## src/rtl/serial_add_arbiter.sv

```systemverilog
// serial_add_arbiter
//   Round-robin arbiter and sequencer that shares one serial adder among NREQ
//   requesters. It captures the winning operand pair, holds the adder's start
//   through RUN, waits for the adder to return to idle, and presents sum,
//   carry-out, owner ID and a timeout flag on a valid/ready response port.
//
// Ports
//   i_clk, i_rst          clock (rising edge); synchronous active-low reset
//   i_req                 per-requester request, held until its o_gnt bit
//   i_a_in, i_b_in        packed operands, requester i at [i*WIDTH +: WIDTH]
//   o_gnt                 one-hot, one-cycle grant pulse
//   o_add_a, o_add_b      registered operands to the adder
//   o_add_start           adder start, high for all of RUN
//   o_add_clr             active-high adder clear (reset and timeout)
//   i_add_done            adder done level
//   i_add_sum, i_add_cout adder result
//   o_rsp_valid           response valid; i_rsp_ready consumer ready
//   o_rsp_sum, o_rsp_cout response data; o_rsp_id owner index
//   o_rsp_err             operation timed out (sum and carry forced to 0)
module serial_add_arbiter #(
  parameter int unsigned NREQ    = 4,
  parameter int unsigned WIDTH   = 32,
  parameter int unsigned TIMEOUT = 64,
  parameter int unsigned IDW     = 3
) (
  input  logic                  i_clk,
  input  logic                  i_rst,
  input  logic [NREQ-1:0]       i_req,
  input  logic [NREQ*WIDTH-1:0] i_a_in,
  input  logic [NREQ*WIDTH-1:0] i_b_in,
  output logic [NREQ-1:0]       o_gnt,
  output logic [WIDTH-1:0]      o_add_a,
  output logic [WIDTH-1:0]      o_add_b,
  output logic                  o_add_start,
  output logic                  o_add_clr,
  input  logic                  i_add_done,
  input  logic [WIDTH-1:0]      i_add_sum,
  input  logic                  i_add_cout,
  output logic                  o_rsp_valid,
  input  logic                  i_rsp_ready,
  output logic [WIDTH-1:0]      o_rsp_sum,
  output logic                  o_rsp_cout,
  output logic [IDW-1:0]        o_rsp_id,
  output logic                  o_rsp_err
);

  localparam int unsigned WDW = $clog2(TIMEOUT + 1);

  typedef enum logic [1:0] {StIdle, StRun, StDrain, StResp} state_e;

  state_e            r_state, w_state_d;
  logic [IDW-1:0]    r_ptr, w_ptr_d;
  logic [WDW-1:0]    r_wdog, w_wdog_d;
  logic [IDW-1:0]    r_owner, w_owner_d;
  logic [NREQ-1:0]   r_gnt, w_gnt_d;
  logic [WIDTH-1:0]  r_add_a, w_add_a_d;
  logic [WIDTH-1:0]  r_add_b, w_add_b_d;
  logic              r_add_start, w_add_start_d;
  logic              r_add_clr, w_add_clr_d;
  logic              r_rsp_valid, w_rsp_valid_d;
  logic [WIDTH-1:0]  r_rsp_sum, w_rsp_sum_d;
  logic              r_rsp_cout, w_rsp_cout_d;
  logic [IDW-1:0]    r_rsp_id, w_rsp_id_d;
  logic              r_rsp_err, w_rsp_err_d;

  // Winner search: first set request at or above r_ptr, wrapping at NREQ.
  logic              w_found;
  logic [IDW-1:0]    w_win;
  logic [31:0]       w_idx;
  logic [NREQ-1:0]   w_onehot;
  logic [WIDTH-1:0]  w_sel_a, w_sel_b;
  logic [IDW-1:0]    w_ptr_next;

  always_comb begin
    w_found  = 1'b0;
    w_win    = '0;
    w_idx    = '0;
    w_onehot = '0;
    w_sel_a  = '0;
    w_sel_b  = '0;
    for (int unsigned k = 0; k < NREQ; k++) begin
      w_idx = 32'(r_ptr) + k;
      if (w_idx >= NREQ) w_idx = w_idx - NREQ;
      for (int unsigned i = 0; i < NREQ; i++) begin
        if (!w_found && (w_idx == i) && i_req[i]) begin
          w_found = 1'b1;
          w_win   = IDW'(i);
        end
      end
    end
    for (int unsigned i = 0; i < NREQ; i++) begin
      w_onehot[i] = w_found && (w_win == IDW'(i));
      if (w_onehot[i]) begin
        w_sel_a = i_a_in[i*WIDTH +: WIDTH];
        w_sel_b = i_b_in[i*WIDTH +: WIDTH];
      end
    end
    w_ptr_next = (w_win == IDW'(NREQ - 1)) ? '0 : w_win + 1'b1;
  end

  always_comb begin
    w_state_d     = r_state;
    w_ptr_d       = r_ptr;
    w_wdog_d      = r_wdog;
    w_owner_d     = r_owner;
    w_gnt_d       = '0;
    w_add_a_d     = r_add_a;
    w_add_b_d     = r_add_b;
    w_add_start_d = r_add_start;
    w_add_clr_d   = 1'b0;
    w_rsp_valid_d = r_rsp_valid;
    w_rsp_sum_d   = r_rsp_sum;
    w_rsp_cout_d  = r_rsp_cout;
    w_rsp_id_d    = r_rsp_id;
    w_rsp_err_d   = r_rsp_err;
    unique case (r_state)
      StIdle: begin
        if (w_found) begin
          w_gnt_d       = w_onehot;
          w_add_a_d     = w_sel_a;
          w_add_b_d     = w_sel_b;
          w_owner_d     = w_win;
          w_ptr_d       = w_ptr_next;
          w_wdog_d      = '0;
          w_add_start_d = 1'b1;
          w_state_d     = StRun;
        end
      end
      StRun: begin
        w_wdog_d = r_wdog + 1'b1;
        // add_done wins over a coinciding timeout.
        if (i_add_done) begin
          w_rsp_sum_d   = i_add_sum;
          w_rsp_cout_d  = i_add_cout;
          w_rsp_err_d   = 1'b0;
          w_rsp_id_d    = r_owner;
          w_add_start_d = 1'b0;
          w_state_d     = StDrain;
        end else if (r_wdog == WDW'(TIMEOUT - 1)) begin
          w_rsp_sum_d   = '0;
          w_rsp_cout_d  = 1'b0;
          w_rsp_err_d   = 1'b1;
          w_rsp_id_d    = r_owner;
          w_add_clr_d   = 1'b1;
          w_add_start_d = 1'b0;
          w_state_d     = StDrain;
        end
      end
      StDrain: begin
        // After a timeout the clear has already idled the adder; do not wait on done.
        if (r_rsp_err || !i_add_done) begin
          w_rsp_valid_d = 1'b1;
          w_state_d     = StResp;
        end
      end
      StResp: begin
        if (i_rsp_ready) begin
          w_rsp_valid_d = 1'b0;
          w_state_d     = StIdle;
        end
      end
      default: w_state_d = StIdle;
    endcase
  end

  always_ff @(posedge i_clk) begin
    if (!i_rst) begin
      r_state     <= StIdle;
      r_ptr       <= '0;
      r_wdog      <= '0;
      r_owner     <= '0;
      r_gnt       <= '0;
      r_add_a     <= '0;
      r_add_b     <= '0;
      r_add_start <= 1'b0;
      r_add_clr   <= 1'b1;
      r_rsp_valid <= 1'b0;
      r_rsp_sum   <= '0;
      r_rsp_cout  <= 1'b0;
      r_rsp_id    <= '0;
      r_rsp_err   <= 1'b0;
    end else begin
      r_state     <= w_state_d;
      r_ptr       <= w_ptr_d;
      r_wdog      <= w_wdog_d;
      r_owner     <= w_owner_d;
      r_gnt       <= w_gnt_d;
      r_add_a     <= w_add_a_d;
      r_add_b     <= w_add_b_d;
      r_add_start <= w_add_start_d;
      r_add_clr   <= w_add_clr_d;
      r_rsp_valid <= w_rsp_valid_d;
      r_rsp_sum   <= w_rsp_sum_d;
      r_rsp_cout  <= w_rsp_cout_d;
      r_rsp_id    <= w_rsp_id_d;
      r_rsp_err   <= w_rsp_err_d;
    end
  end

  assign o_gnt       = r_gnt;
  assign o_add_a     = r_add_a;
  assign o_add_b     = r_add_b;
  assign o_add_start = r_add_start;
  assign o_add_clr   = r_add_clr;
  assign o_rsp_valid = r_rsp_valid;
  assign o_rsp_sum   = r_rsp_sum;
  assign o_rsp_cout  = r_rsp_cout;
  assign o_rsp_id    = r_rsp_id;
  assign o_rsp_err   = r_rsp_err;

endmodule

```

## config.mk

```make
export PLATFORM = sky130hd
export DESIGN_NAME = serial_add_arbiter
export DESIGN_NICKNAME = d
export VERILOG_FILES = /design/src/rtl/serial_add_arbiter.sv
export SDC_FILE = /design/constraint.sdc
export NUM_CORES = 1
export LEC_CHECK = 0
export ABC_AREA = 1
export CAP_MARGIN = 40
export CORE_AREA = 5 5 154 156
export DETAILED_ROUTE_END_ITERATION = 6
export DIE_AREA = 0 0 159 161
export PLACE_DENSITY = 0.73
export SYNTH_ARGS = -nofsm -noshare
export SYNTH_HDL_FRONTEND = slang
export SYNTH_SLANG_ARGS = --single-unit
```

## constraint.sdc

```tcl
create_clock -name i_clk -period 4.8 [get_ports i_clk]
set_input_delay 0.96 -clock i_clk [delete_from_list [all_inputs] [get_ports i_clk]]
set_output_delay 0.96 -clock i_clk [all_outputs]
set_load 0.01 [all_outputs]
```

==> impl_metrics.py, run 1 <==
metrics = {
    "clocking": {
        "cts_resized": 0,
        "cts_setup_buffers": 0,
        "cts_buffer_depth": 2,
        "cts_tree": "yes",
        "cts_buffers": 17,
        "clock_latency_ns": 0.41,
        "path_clk_slew_ns": 0.06,
        "clock-sinks": 120,
        "htreeDepth": 4,
        "cts-hold-fix-buffers": 0,
        "root_buffer": "clkbuf_16",
    },
    "detailed_routing": {
        "firstDrtPassIters": 5,
        "wl_per_cell_um": 16.51,
        "vias_per_cell": 4.939,
        "drtIter0Drc": 671,
        "routed-via-count": 9596,
        "drc": 0,
        "antenna_left": 0,
        "routed_wl_um": 32090,
    },
    "logic_synthesis": {
        "yosys_warnings": 0,
        "ys_seq_area_share_pct": 31.95,
        "ys_ff_latch": 120,
        "netlist_instances": 1287,
        "netlist_area_mm2": 0.007518,
        "syn_avg_cell_area_um2": 5.842,
        "synth.distinct_cells": 26,
        "synth_nets": 1591,
    },
    "timing": {
        "tns_ns": 0,
        "layout_min_cycle_time_ns": 4.042,
        "clock_skew_ns": 0.01239,
        "drv_slew": 0,
        "tightest_slew_ns": 0.6759,
        "fmax_mhz": 247.4,
        "rsz0062_at_grt": "no",
        "slew_headroom_pct": 54.87,
        "whs_ns": 0.4595,
        "setup_viol": 0,
        "hold_viol": 0,
        "period_share_pct": 84.22,
    },
    "run_status": {
        "outcome": "complete, no violations",
    },
    "grt": {
        "antenna_found_initial": 1,
        "grt_pass1_wl_um": 49590,
        "grt_overflow": 0,
        "grt_pass1_vias": 9089,
        "grt_max_degree": 66,
        "grt_use_total_pct": 23.73,
    },
    "power_and_ir_drop": {
        "p_leak_nw": 5.518,
        "power_switching_w": 0.003672,
        "clkPwrFrac_pct": 16.8,
        "p_comb_share_pct": 64.5,
        "seqPwrFrac_pct": 18.7,
        "peakVddDrop_mv": 0.4307,
        "p_int_w": 0.003835,
        "switching_share_pct": 48.91,
        "p_per_area_mw_per_mm2": 607.5,
    },
    "layout": {
        "finalInstanceArea_mm2": 0.01236,
        "fill_cells": 2150,
        "fin_nets": 1948,
        "drive_above_1_share_pct": 4.285,
        "final_common_cell": "clkdlybuf4s50_1",
        "area_growth_syn_to_layout_pct": 64.35,
        "layout_common_cells": "403 x clkdlybuf4s50_1, 358 x nand2_1, 163 x inv_1",
    },
    "critical_path": {
        "reg2reg_depth": 20,
        "required_ns": 5.08,
        "cp.arrival_ns": 4.32,
        "critPathLaunchType": "input port",
        "critPathCaptureType": "flop",
        "path_max_fanout": 35,
        "critPathKind": "input port to flop",
    },
    "min_path": {
        "hp-class": "flop to flop",
        "hold_path_depth": 2,
    },
    "floorplan": {
        "die_h_um": 161,
        "io_pins": 405,
        "die_w_um": 159,
        "start_util_pct": 33.82,
        "core_mm2": 0.02223,
        "num_rows": 55,
        "dieArea_mm2": 0.02560,
    },
    "job": {
        "maxCapViolations": 0,
    },
    "place": {
        "dp_hpwl_um": 23560,
        "port_buffers": 403,
        "placed_area_mm2": 0.01178,
        "place.gp.congestion": 0.9191,
    },
}
## cell families (layout without fill, tap and decap cells)
kind of cell | count (synthesis) | after routing | synth area share, %
AND/OR/NAND/NOR | 668 | 668 | 37.16
adder cells (fa/ha/maj) | 7 | 7 | 1.165
flip-flops | 120 | 120 | 31.95
AO/OA/AOI/OAI | 233 | 233 | 15.73
other | 1 | 2 | 0.04988
buffers and inverters | 258 | 628 | 13.95
## synth_stat cells
cell	instances	area share [%]
conb_1	1	0.050
nand4_2	2	0.33
buf_4	7	0.70
o21bai_1	2	0.20
o21ai_2	1	0.12
nand2_1	360	18
buf_6	3	0.45
clkbuf_1	56	2.8
nand4_1	38	3.2
o21ai_0	78	5.2
inv_2	3	0.15
clkinv_1	1	0.050
a21oi_1	145	9.7
nor2_1	131	6.5
nor3_1	2	0.13
inv_1	163	8.1
o311ai_0	1	0.12
nor2_2	1	0.083
o21ai_1	4	0.27
a31oi_1	1	0.083
buf_2	25	1.7
nand2_2	1	0.083
dfxtp_1	120	32
a211oi_1	1	0.10
nand3_1	133	8.9
ha_1	7	1.2
## power by group through the flow
| stage | combinational (W) | sequential (W) | clock (W) |
|---|---|---|---|
| 3_5_place_dp | 0.00483 | 0.00142 | 0 |
| 2_1_floorplan | 0.00306 | 0.00150 | 0 |
| 6_report | 0.00484 | 0.00140 | 0.00126 |
| 5_1_grt | 0.00546 | 0.00143 | 0.00135 |
| 4_1_cts | 0.00486 | 0.00140 | 0.00130 |
| 3_3_place_gp | 0.00478 | 0.00142 | 0 |
## per-layer routing
| layer | GRT usage [%] | vias up | routed length (um) |
|---|---|---|---|
| li1 | - | 4806 | - |
| met1 | 29.77 | 4297 | 13000 |
| met2 | 39.72 | 442 | 15600 |
| met3 | 6.532 | 51 | 2632 |
| met4 | 7.522 | 0 | 852 |
| met5 | 0 | - | 0 |
## worst paths after layout
| kind | slack [ns] | startpoint | end |
|---|---|---|---|
| hold reg to reg | 0.46 | o_rsp_sum[31] | o_rsp_sum[31] |
| setup / recovery | 0.76 | i_req[2] | o_add_a[15] |
| setup reg to reg | 1.31 | r_ptr[1] | o_add_a[15] |
| hold / removal | 0.46 | o_rsp_sum[31] | o_rsp_sum[31] |
## sequential cells by signal, summed over array words and instances, names as in the netlist
| name | cells |
|---|---|
| o_add_a | 32 |
| r_ptr | 2 |
| o_rsp_sum | 32 |
| o_gnt | 4 |
| o_add_b | 32 |
| o_rsp_cout | 1 |
| o_rsp_err | 1 |
| o_rsp_valid | 1 |
| r_state | 2 |
| o_add_clr | 1 |
| r_owner | 2 |
| r_wdog | 7 |
| o_rsp_id | 2 |
| o_add_start | 1 |
## layout make-up
class / count / area (um2) / area share, %
repair buffers: 429 / 4299 / 34.79
clock inverters: 15 / 151.4 / 1.225
well taps: 285 / 356.6 / 2.886
diodes: 1 / 2.502 / 0.02025
flip-flops and latches: 120 / 2402 / 19.44
clock buffers: 17 / 425.4 / 3.443
multi-input cells: 909 / 4093 / 33.12
inverters: 167 / 626.9 / 5.073
## stage by stage
| step | total power [W] | util, % | worst slack [ns] | instances |
|---|---|---|---|---|
| CTS | 0.007564 | 55.58 | 0.8183 | 1942 |
| floorplan | 0.004567 | - | 1.360 | 1287 |
| global route | 0.008234 | 55.59 | 0.4178 | 1943 |
| finish | 0.007507 | 55.59 | 0.7576 | 1943 |
| detailed placement | 0.006256 | 52.99 | 0.4002 | 1910 |
| global placement | 0.006193 | 52.83 | 0.4847 | 1908 |
## worst max-delay path, stage by stage
cell             delay (ns)
clkdlybuf4s50_1        0.51
nand3_1                0.18
nand4_1                0.10
nor2_1                 0.13
nand4_1                0.10
nor2_1                 0.18
nand4_1                0.14
nor2_2                 0.17
nand4_2                0.33
inv_1                  0.15
nor2_1                 0.08
inv_1                  0.06
ha_1                   0.17
buf_4                  0.38
inv_1                  0.12
buf_4                  0.23
nor2_1                 0.12
nor2_1                 0.06
nand2_1                0.09
a21oi_1                0.05
No activity file was read; power rests on OpenSTA's default activity.
==> inputs of run 2 (changes only) <==
- CORE_AREA: 5 5 154 156 -> 5 5 156 158
- DIE_AREA: 0 0 159 161 -> 0 0 161 163
- PLACE_DENSITY: 0.73 -> 0.71
- clock period: 4.8 -> 3.9 ns (I/O delays scaled with it)
==> impl_metrics.py, run 2 (same netlist as run 1, synthesis figures left out) <==
metrics = {
    "grt": {
        "grt_pass1_vias": 9068,
        "grt_overflow": 0,
        "grt_pass1_wl_um": 49570,
        "grt.busiest_layer": "met2",
        "antenna_found_initial": 1,
        "grt_max_degree": 55,
        "grt_use_met2_pct": 39.35,
        "gr-usage-met3_pct": 4.834,
        "grt_util_met1_pct": 30.37,
        "grt_use_total_pct": 23.55,
    },
    "floorplan": {
        "num_rows": 56,
        "start_util_pct": 32.71,
        "die_h_um": 163,
        "dieArea_mm2": 0.02624,
        "core_mm2": 0.02298,
        "die_w_um": 161,
        "io_pins": 405,
    },
    "layout": {
        "layout_common_cells": "403 x clkdlybuf4s50_1, 358 x nand2_1, 163 x inv_1",
        "drive_above_1_share_pct": 4.745,
        "diodes": 0,
        "area_growth_syn_to_layout_pct": 65.93,
        "final_common_cell": "clkdlybuf4s50_1",
        "fin_cells": 1955,
        "fill_cells": 2228,
        "final_util_pct": 54.28,
        "fin_nets": 1956,
    },
    "detailed_routing": {
        "firstDrtPassIters": 5,
        "routed_wl_um": 32100,
        "routed-via-count": 9519,
        "drc": 0,
        "drtIter0Drc": 602,
        "vias_per_cell": 4.869,
        "antenna_left": 0,
        "wl_per_cell_um": 16.42,
    },
    "timing": {
        "layout_min_cycle_time_ns": 3.321,
        "rsz0062_at_grt": "no",
        "drv_slew": 0,
        "fmax_mhz": 301.1,
        "hold_viol": 0,
        "finalWorstSetupSlack_ns": 0.5790,
        "clock_skew_ns": 0.01019,
        "tightest_slew_ns": 0.6555,
        "setup_viol": 0,
        "slew_headroom_pct": 56.23,
        "period_share_pct": 85.15,
        "tns_ns": 0,
    },
    "clocking": {
        "cts_buffers": 17,
        "root_buffer": "clkbuf_16",
        "cts_setup_buffers": 0,
        "cts_tree": "yes",
        "clock-sinks": 120,
        "clock_latency_ns": 0.42,
        "cts_resized": 0,
        "htreeDepth": 4,
        "cts-hold-fix-buffers": 0,
        "path_clk_slew_ns": 0.07,
        "cts_buffer_depth": 2,
    },
    "critical_path": {
        "critPathLaunchType": "input port",
        "critPathCaptureType": "flop",
        "critPathKind": "input port to flop",
        "path_max_fanout": 26,
        "cp_slowest_stage_delay_ns": 0.49,
        "required_ns": 4.26,
        "crit_slowest_cell": "clkdlybuf4s50_1",
        "cp.arrival_ns": 3.68,
        "worstPathCellList": "clkdlybuf4s50_1 > nand3_1 > nand3_1 > nor2_1 > nand4_1 > nor2_1 > nand4_1 > nor2_1 > nand2_1 > o21ai_2 > buf_4 > nand3_2 > inv_2 > buf_12 > nand2_1 > nand3_1 > nand2_1 > a21oi_1",
    },
    "power_and_ir_drop": {
        "p_per_area_mw_per_mm2": 758.2,
        "peakVddDrop_mv": 0.4185,
        "p_leak_nw": 5.579,
    },
    "min_path": {
        "hp-class": "flop to flop",
    },
    "place": {
        "dpl.cell_count": 1923,
        "port_buffers": 403,
        "dp_hpwl_um": 23680,
        "place.gp.congestion": 0.9403,
        "preCtsSetupSlack_ns": 0.1390,
    },
    "job": {
        "maxCapViolations": 0,
    },
    "run_status": {
        "outcome": "complete, no violations",
    },
}
run 2: cell types whose count changed in the layout (fill, tap and decap cells not counted), sizes merged:
cell	change
buf	+8
bufinv	+2
clkinv	+2
clkinvlp	-1
diode	-1
inv	-3
run 2: where the power goes:
part	switching, W	internal, W
registers	0.000172	0.00155
clock network	0.000661	0.00102
logic	0.00367	0.00238
total	0.00450	0.00496
run 2: final cells by class:
type	instances	area, um2	area share [%]
Clock inverter	15	188.9	1.514
Clock buffer	17	425.4	3.410
Sequential cell	120	2402	19.26
Inverter	167	626.9	5.025
Timing Repair Buffer	437	4377	35.08
Multi-Input combinational cell	909	4093	32.81
Tap cell	290	362.8	2.908
run 2: critical path, delay by kind of cell:
family	cells	cell delay [ns]
AO/OA/AOI/OAI	2	0.31
AND/OR/NAND/NOR	12	1.37
buffers and inverters	4	1.20
run 2: layer usage:
layer | part of all wire (%) | vias up
met5 | 0.059 | -
met4 | 3.0 | 2
met3 | 6.8 | 58
met2 | 47 | 413
met1 | 43 | 4233
li1 | - | 4813
run 2: worst paths after layout:
path                                 endpoint  cells after the start          start  slack, ns
worst min register to register  o_rsp_sum[11]                      2  o_rsp_sum[11]       0.46
worst min-delay path            o_rsp_sum[11]                      2  o_rsp_sum[11]       0.46
worst max-delay path               o_add_b[8]                     18       i_req[1]       0.58
worst max register to register     o_add_b[8]                     18       r_ptr[0]       0.91
run 2: through the flow:
stage                     power [W]  hold slack, ns  cell area (um2)
after floorplan            0.005620          0.4339             7518
after global placement     0.007764          0.4481            11860
after detailed placement   0.007797          0.4523            11860
after CTS                  0.009528          0.4627            12480
after global routing        0.01033          0.4798            12480
final                      0.009459          0.4584            12480
==> inputs of run 3 (changes only) <==
- SLEW_MARGIN: default -> 25
==> results of run 3 <==
No change in the layout: final DEF, timing and power equal those of run 2.
==> RTL edit 1 (config.mk and constraints of run 3) <==
Reset style: asynchronous (`i_rst`), changed in one clocked block. Comments in the files are not updated.
--- a/src/rtl/serial_add_arbiter.sv
+++ b/src/rtl/serial_add_arbiter.sv
@@ -164,5 +164,5 @@
   end
 
-  always_ff @(posedge i_clk) begin
+  always_ff @(posedge i_clk or negedge i_rst) begin
     if (!i_rst) begin
       r_state     <= StIdle;
Check against the original RTL: differs if i_rst is asserted again (counterexample within 4 cycles, from zero or initial values and one cycle with i_rst low); with i_rst held inactive, the same outputs for 4 cycles.
==> RTL edit 1 against run 3 <==
  * Count of clock-buffer cells in the layout stayed put
  * Wire length grew 8.6%
  * Synthesized cell count shrank 12%
  * Worst setup slack got worse by 0.031 ns
  * Design area increased by 1.4%
  * Synthesized area increased by 3.3%
  * Critical path depth up 3
  * Sequential cell count is the same
  * Power grew 28%
==> RTL edit 1: results (changes against run 3) <==
stage;metric;value;unit;change
status;status;completed;;unchanged
global_route;vias in the first global route;9136;;was 9068
detailed_routing;via count;9312;;was 9519
timing;Hold Slack;0.240;ns;was 0.458 ns
placement;Final GP Congestion;0.946;;was 0.940
clock_tree;Post-CTS Setup Bufs;0;;unchanged
layout;share of post-route cells with drive strength above 1;5.41;%;was 4.74%
setup_path;Slowest Stage Delay on Critical Path;0.48;ns;
yosys;Synth top cells by count;nor2_1 (247), nand2_1 (230), dfrtp_1 (119);;was nand2_1 (360), inv_1 (163), a21oi_1 (145)
setup_path;CP delay by family, top;simple AND/OR/NAND/NOR gates;;unchanged
global_route;first-pass GRT wire length;53100;µm;was 49600 µm
detailed_routing;Iter 0 DRT Violations;835;;was 602
global_route;largest net degree at the start of global routing;66;;was 55
detailed_routing;WL/cell;19.3;µm;was 16.4 µm
detailed_routing;mean number of vias per cell;5.16;;was 4.87
min_path;class of the worst hold path;primary input to asynchronous set/reset pin;;was flop to flop
clock_tree;Clk pin slew, worst setup/hold paths;0.06;ns;
placement;IO buf count;403;;unchanged
yosys;register area share after synthesis;38.7;%;was 32.0%
yosys;Main synth FF type;dfrtp_1;;was dfxtp_1
yosys;top cells by area, synth;dfrtp_1 (38%), nor2_1 (12%), nand2_1 (11%), a21oi_1 (7.1%), nand3_1 (6.2%);;was dfxtp_1 (32%), nand2_1 (18%), a21oi_1 (9.7%), nand3_1 (8.9%), inv_1 (8.1%)
clock_tree;number of buffers created by CTS;17;;unchanged
layout;Layout fillers;2176;;was 2228
setup_path;Arrival @ worst endpoint;3.64;ns;was 3.68 ns
setup_path;CP Max Fanout;40;;was 26
yosys;Synth Area per Inst;6.85;µm²;was 5.84 µm²
yosys;Post-Syn Nets;1438;;was 1591
yosys;Synth cell types;34;;was 26
clock_tree;post-CTS sizing;0;;unchanged
yosys;synth warn;0;;unchanged
clock_tree;CTS Buffer Depth;2;;unchanged
clock_tree;clock root buffer;clkbuf_16;;unchanged
setup_path;Reg2Reg Setup Slack;0.83;ns;was 0.91 ns
setup_path;slowest stage cell, crit path;clkdlybuf4s50_1;;unchanged
placement;dpl hpwl;25600;µm;was 23700 µm
global_route;Tot GR Track Use;25.6;%;was 23.6%
layout;Final #Nets;1807;;was 1956
detailed_routing;Pre-antenna DRT Iters;7;;was 5
power_and_ir_drop;leakage;0.00595;µW;was 0.00558 µW
timing;slew margin rel.;59.3;%;was 56.2%
timing;Final Skew;0.0159;ns;was 0.0102 ns
clock_tree;# H-tree levels;4;;unchanged
timing;Max Transition Viols Final;0;;unchanged
yosys;top cell type's share of synthesized area;38.4;%;was 32.0%
global_route;antenna violations before repair;1;;unchanged
yosys;asr flop ratio synth;100;%;was 0%
power_and_ir_drop;Max rail drop VDD;0.000568;V;was 0.000418 V
clock_tree;later-pin clock latency in the skew report;0.42;ns;about the same
-- RTL edit 1: changes by cell type after synthesis, sizes merged, moves of 62 or more --
cell,before,now
inv,166,104
nor2,132,249
o21ai,83,11
dfrtp,0,119
dfxtp,120,0
nand2,361,233
-- RTL edit 1: cells by family after synthesis --
logic type / count (synthesis) / synth area share (%)
adders and majority gates: 7 / 1.13
other: 1 / 0.0483
AOI/OAI and AO/OA: 158 / 12.0
and+or+nand+nor: 659 / 36.9
xor gates and xnor gates: 1 / 0.113
DFF: 120 / 38.7
buffers and inverters: 188 / 11.2
-- RTL edit 1: per-stage QoR --
| step | setup WS (ns) | power [µW] | utilization [%] | area [µm²] |
|---|---|---|---|---|
| 2_1_floorplan | 0.417 | 7410 | - | 7760 |
| 3_3_place_gp | 0.247 | 10300 | 52.3 | 12000 |
| 3_5_place_dp | 0.160 | 10400 | 52.5 | 12100 |
| 4_1_cts | 0.617 | 12100 | 55.0 | 12600 |
| 5_1_grt | 0.264 | 13200 | 55.0 | 12600 |
| 6_report | 0.548 | 12100 | 55.0 | 12600 |
-- RTL edit 1: path summary, 6_finish.rpt --
path / depth (start not counted) / start / end
min: 1 / i_rst / o_rsp_sum[9]$_DFFE_PN0P_
min in group i_clk: 2 / o_add_a[7]$_DFFE_PN0P_ / o_add_a[7]$_DFFE_PN0P_
max reg2reg: 21 / r_ptr[1]$_DFFE_PN0P_ / o_add_a[31]$_DFFE_PN0P_
max in group asynchronous: 3 / i_rst / o_add_clr$_DFF_PN1_
max: 21 / i_req[1] / o_add_a[31]$_DFFE_PN0P_
min reg2reg: 2 / o_add_a[7]$_DFFE_PN0P_ / o_add_a[7]$_DFFE_PN0P_
-- RTL edit 1: area by class of cell --
type / instances / area (µm²) / area share, %
flip-flops and latches: 120 / 3000 / 23.8
clock buffers: 17 / 425 / 3.36
multi-input cells: 826 / 3910 / 30.9
well taps: 290 / 363 / 2.87
clock inverters: 15 / 165 / 1.31
inverters: 105 / 394 / 3.12
repair buffers: 433 / 4390 / 34.7
-- RTL edit 1: power by group --
part / internal, µW / switching (µW) / total (µW) / leakage (µW)
sequential: 1840 / 331 / 2170 / 0.00146
clock: 956 / 662 / 1620 / 0.000283
combinational: 3330 / 4950 / 8280 / 0.00420
-- RTL edit 1: layer usage --
layer / up-vias / share of wire, % / global-route usage, %
li1: 4443 / - / -
met1: 4321 / 40 / 32.2
met2: 483 / 48 / 43.0
met3: 63 / 8.8 / 6.25
met4: 2 / 3.0 / 9.03
met5: - / 0.020 / 0
==> RTL edit 2 (config.mk and constraints of run 3) <==
Made on the original files. Change the parameter `TIMEOUT` from 64 to 32.
--- a/src/rtl/serial_add_arbiter.sv
+++ b/src/rtl/serial_add_arbiter.sv
@@ -21,5 +21,5 @@
   parameter int unsigned NREQ    = 4,
   parameter int unsigned WIDTH   = 32,
-  parameter int unsigned TIMEOUT = 64,
+  parameter int unsigned TIMEOUT = 32,
   parameter int unsigned IDW     = 3
 ) (
Function: no difference found for any inputs over 4 cycles, from zero or initial values and one cycle with i_rst low; that may be too few to reach the edited logic, so the function may still have changed.
==> RTL edit 2 against run 3 <==
  * Power up 9.0%
  * Sequential cell count fell by 1
  * Design area decreased by 0.42%
  * Synthesized area down 1.3%
  * Utilization down 0.23 points
  * Critical path depth increased by 1
  * Synthesized cell count fell by 1.4%
  * Fmax shrank 0.91%
  * Worst setup slack got worse by 0.030 ns
  * Clock power increased by 4%
  * Global-route usage increased by 0.53 points
  * Final cell count decreased by 1.0%
  * Wire length increased by 2.5%
  * Critical path type unchanged
==> RTL edit 2: results (changes against run 3) <==
stage;metric;value;unit;change
status;status;completed;;unchanged
setup_path;Arrival @ worst endpoint;3.70;ns;was 3.68 ns
setup_path;slowest stage cell, crit path;clkdlybuf4s50_1;;unchanged
power_and_ir_drop;Comb power frac;66.3;%;was 63.9%
placement;IO buf count;403;;unchanged
yosys;post-synthesis compound-gate area fraction;16.1;%;was 15.7%
layout;Layout fillers;2294;;was 2228
yosys;Synth Area per Inst;5.85;µm²;was 5.84 µm²
global_route;largest net degree at the start of global routing;73;;was 55
yosys;Post-Syn Nets;1573;;was 1591
placement;Cells after DPL;1903;;was 1923
yosys;most frequent cell after synthesis;nand2_1;;unchanged
placement;Final GP Congestion;0.946;;was 0.940
min_path;class of the worst hold path;flop to flop;;unchanged
yosys;adder-cell area share of the yosys netlist;1.18;%;was 1.16%
clock_tree;clock root buffer;clkbuf_16;;unchanged
clock_tree;# H-tree levels;4;;unchanged
yosys;Synth top cells by count;nand2_1 (357), inv_1 (159), a21oi_1 (144);;was nand2_1 (360), inv_1 (163), a21oi_1 (145)
global_route;vias in the first global route;9170;;was 9068
layout;share of post-route cells with drive strength above 1;4.50;%;was 4.74%
timing;Final Skew;0.0122;ns;was 0.0102 ns
clock_tree;Post-CTS Setup Bufs;0;;unchanged
setup_path;Reg2Reg Setup Slack;0.85;ns;was 0.91 ns
yosys;XOR/XNOR share of the synthesized area;0;%;unchanged
detailed_routing;Pre-antenna DRT Iters;5;;unchanged
setup_path;Slowest Stage Delay on Critical Path;0.49;ns;about the same
yosys;register area share after synthesis;32.1;%;was 32.0%
layout;ant diodes;0;;unchanged
power_and_ir_drop;part of the power in the clock network;17.0;%;was 17.8%
detailed_routing;mean number of vias per cell;4.92;;was 4.87
setup_path;CP Max Fanout;35;;was 26
yosys;asr flop ratio synth;0;%;unchanged
yosys;synth warn;0;;unchanged
global_route;antenna violations before repair;0;;was 1
placement;dpl hpwl;24000;µm;was 23700 µm
detailed_routing;Iter 0 DRT Violations;769;;was 602
yosys;top cells by area, synth;dfxtp_1 (32%), nand2_1 (18%), a21oi_1 (9.7%), nand3_1 (8.8%), inv_1 (8.0%);;was dfxtp_1 (32%), nand2_1 (18%), a21oi_1 (9.7%), nand3_1 (8.9%), inv_1 (8.1%)
clock_tree;later-pin clock latency in the skew report;0.42;ns;about the same
clock_tree;post-CTS sizing;0;;unchanged
power_and_ir_drop;sw frac;48.9;%;was 47.6%
min_path;Hold Path Stages;2;;unchanged
clock_tree;number of buffers created by CTS;17;;unchanged
global_route;Tot GR Track Use;24.1;%;was 23.6%
detailed_routing;WL/cell;17.0;µm;was 16.4 µm
setup_path;Reg2Reg Depth;19;;was 18
yosys;Synth cell types;28;;was 26
layout;Final #Nets;1936;;was 1956
yosys;post-synthesis mux area share;0;%;unchanged
clock_tree;Clk pin slew, worst setup/hold paths;0.06;ns;
clock_tree;CTS Buffer Depth;2;;unchanged
detailed_routing;drt total wl;32900;µm;was 32100 µm
power_and_ir_drop;leakage;0.00552;µW;was 0.00558 µW
global_route;first-pass GRT wire length;50400;µm;was 49600 µm
power_and_ir_drop;Max rail drop VDD;0.000571;V;was 0.000418 V
## RTL edit 2: layout make-up
class | count | area (µm²) | share of cell area, %
timing repair buffer | 434 | 4380 | 35.3
multi-input combinational | 896 | 4040 | 32.5
sequential | 119 | 2380 | 19.2
inverter | 164 | 616 | 4.96
clock buffer | 17 | 425 | 3.42
tap | 290 | 363 | 2.92
clock inverter | 15 | 216 | 1.74
## RTL edit 2: worst max-delay path, delay by kind of cell
family	cells	cell delay, ns
AOI/OAI and AO/OA	2	0.26
and+or+nand+nor	12	1.30
buffers and inverters	5	1.30
## RTL edit 2: path summary, 6_finish.rpt
| kind | startpoint | to |
|---|---|---|
| worst max-delay path | i_req[1] | o_add_b[16]$_SDFFE_PN0P_ |
| worst max register to register | r_ptr[0]$_SDFFE_PN0P_ | o_add_b[16]$_SDFFE_PN0P_ |
| worst min-delay path | o_rsp_id[0]$_SDFFE_PN0P_ | o_rsp_id[0]$_SDFFE_PN0P_ |
| worst min register to register | o_rsp_id[0]$_SDFFE_PN0P_ | o_rsp_id[0]$_SDFFE_PN0P_ |
## RTL edit 2: per-stage QoR
stage | hold slack, ns | total power (µW) | setup WS, ns | util, % | cell area [µm²]
finish | 0.459 | 10300 | 0.549 | 54.1 | 12400
CTS | 0.461 | 10400 | 0.566 | 54.1 | 12400
floorplan | 0.441 | 6140 | 0.621 | - | 7420
detailed placement | 0.451 | 8580 | 0.122 | 51.3 | 11800
global route | 0.478 | 11300 | 0.222 | 54.1 | 12400
global placement | 0.448 | 8500 | 0.159 | 51.2 | 11800
## RTL edit 2: routing by layer
metal  vias to the layer above  global-route usage [%]  routed length, µm
met2                       411                    43.4              16400
met3                        48                    6.91               2770
met4                         0                    6.79                723
met5                         -                       0                  0
li1                       4774                       -                  -
met1                      4283                    27.9              13000
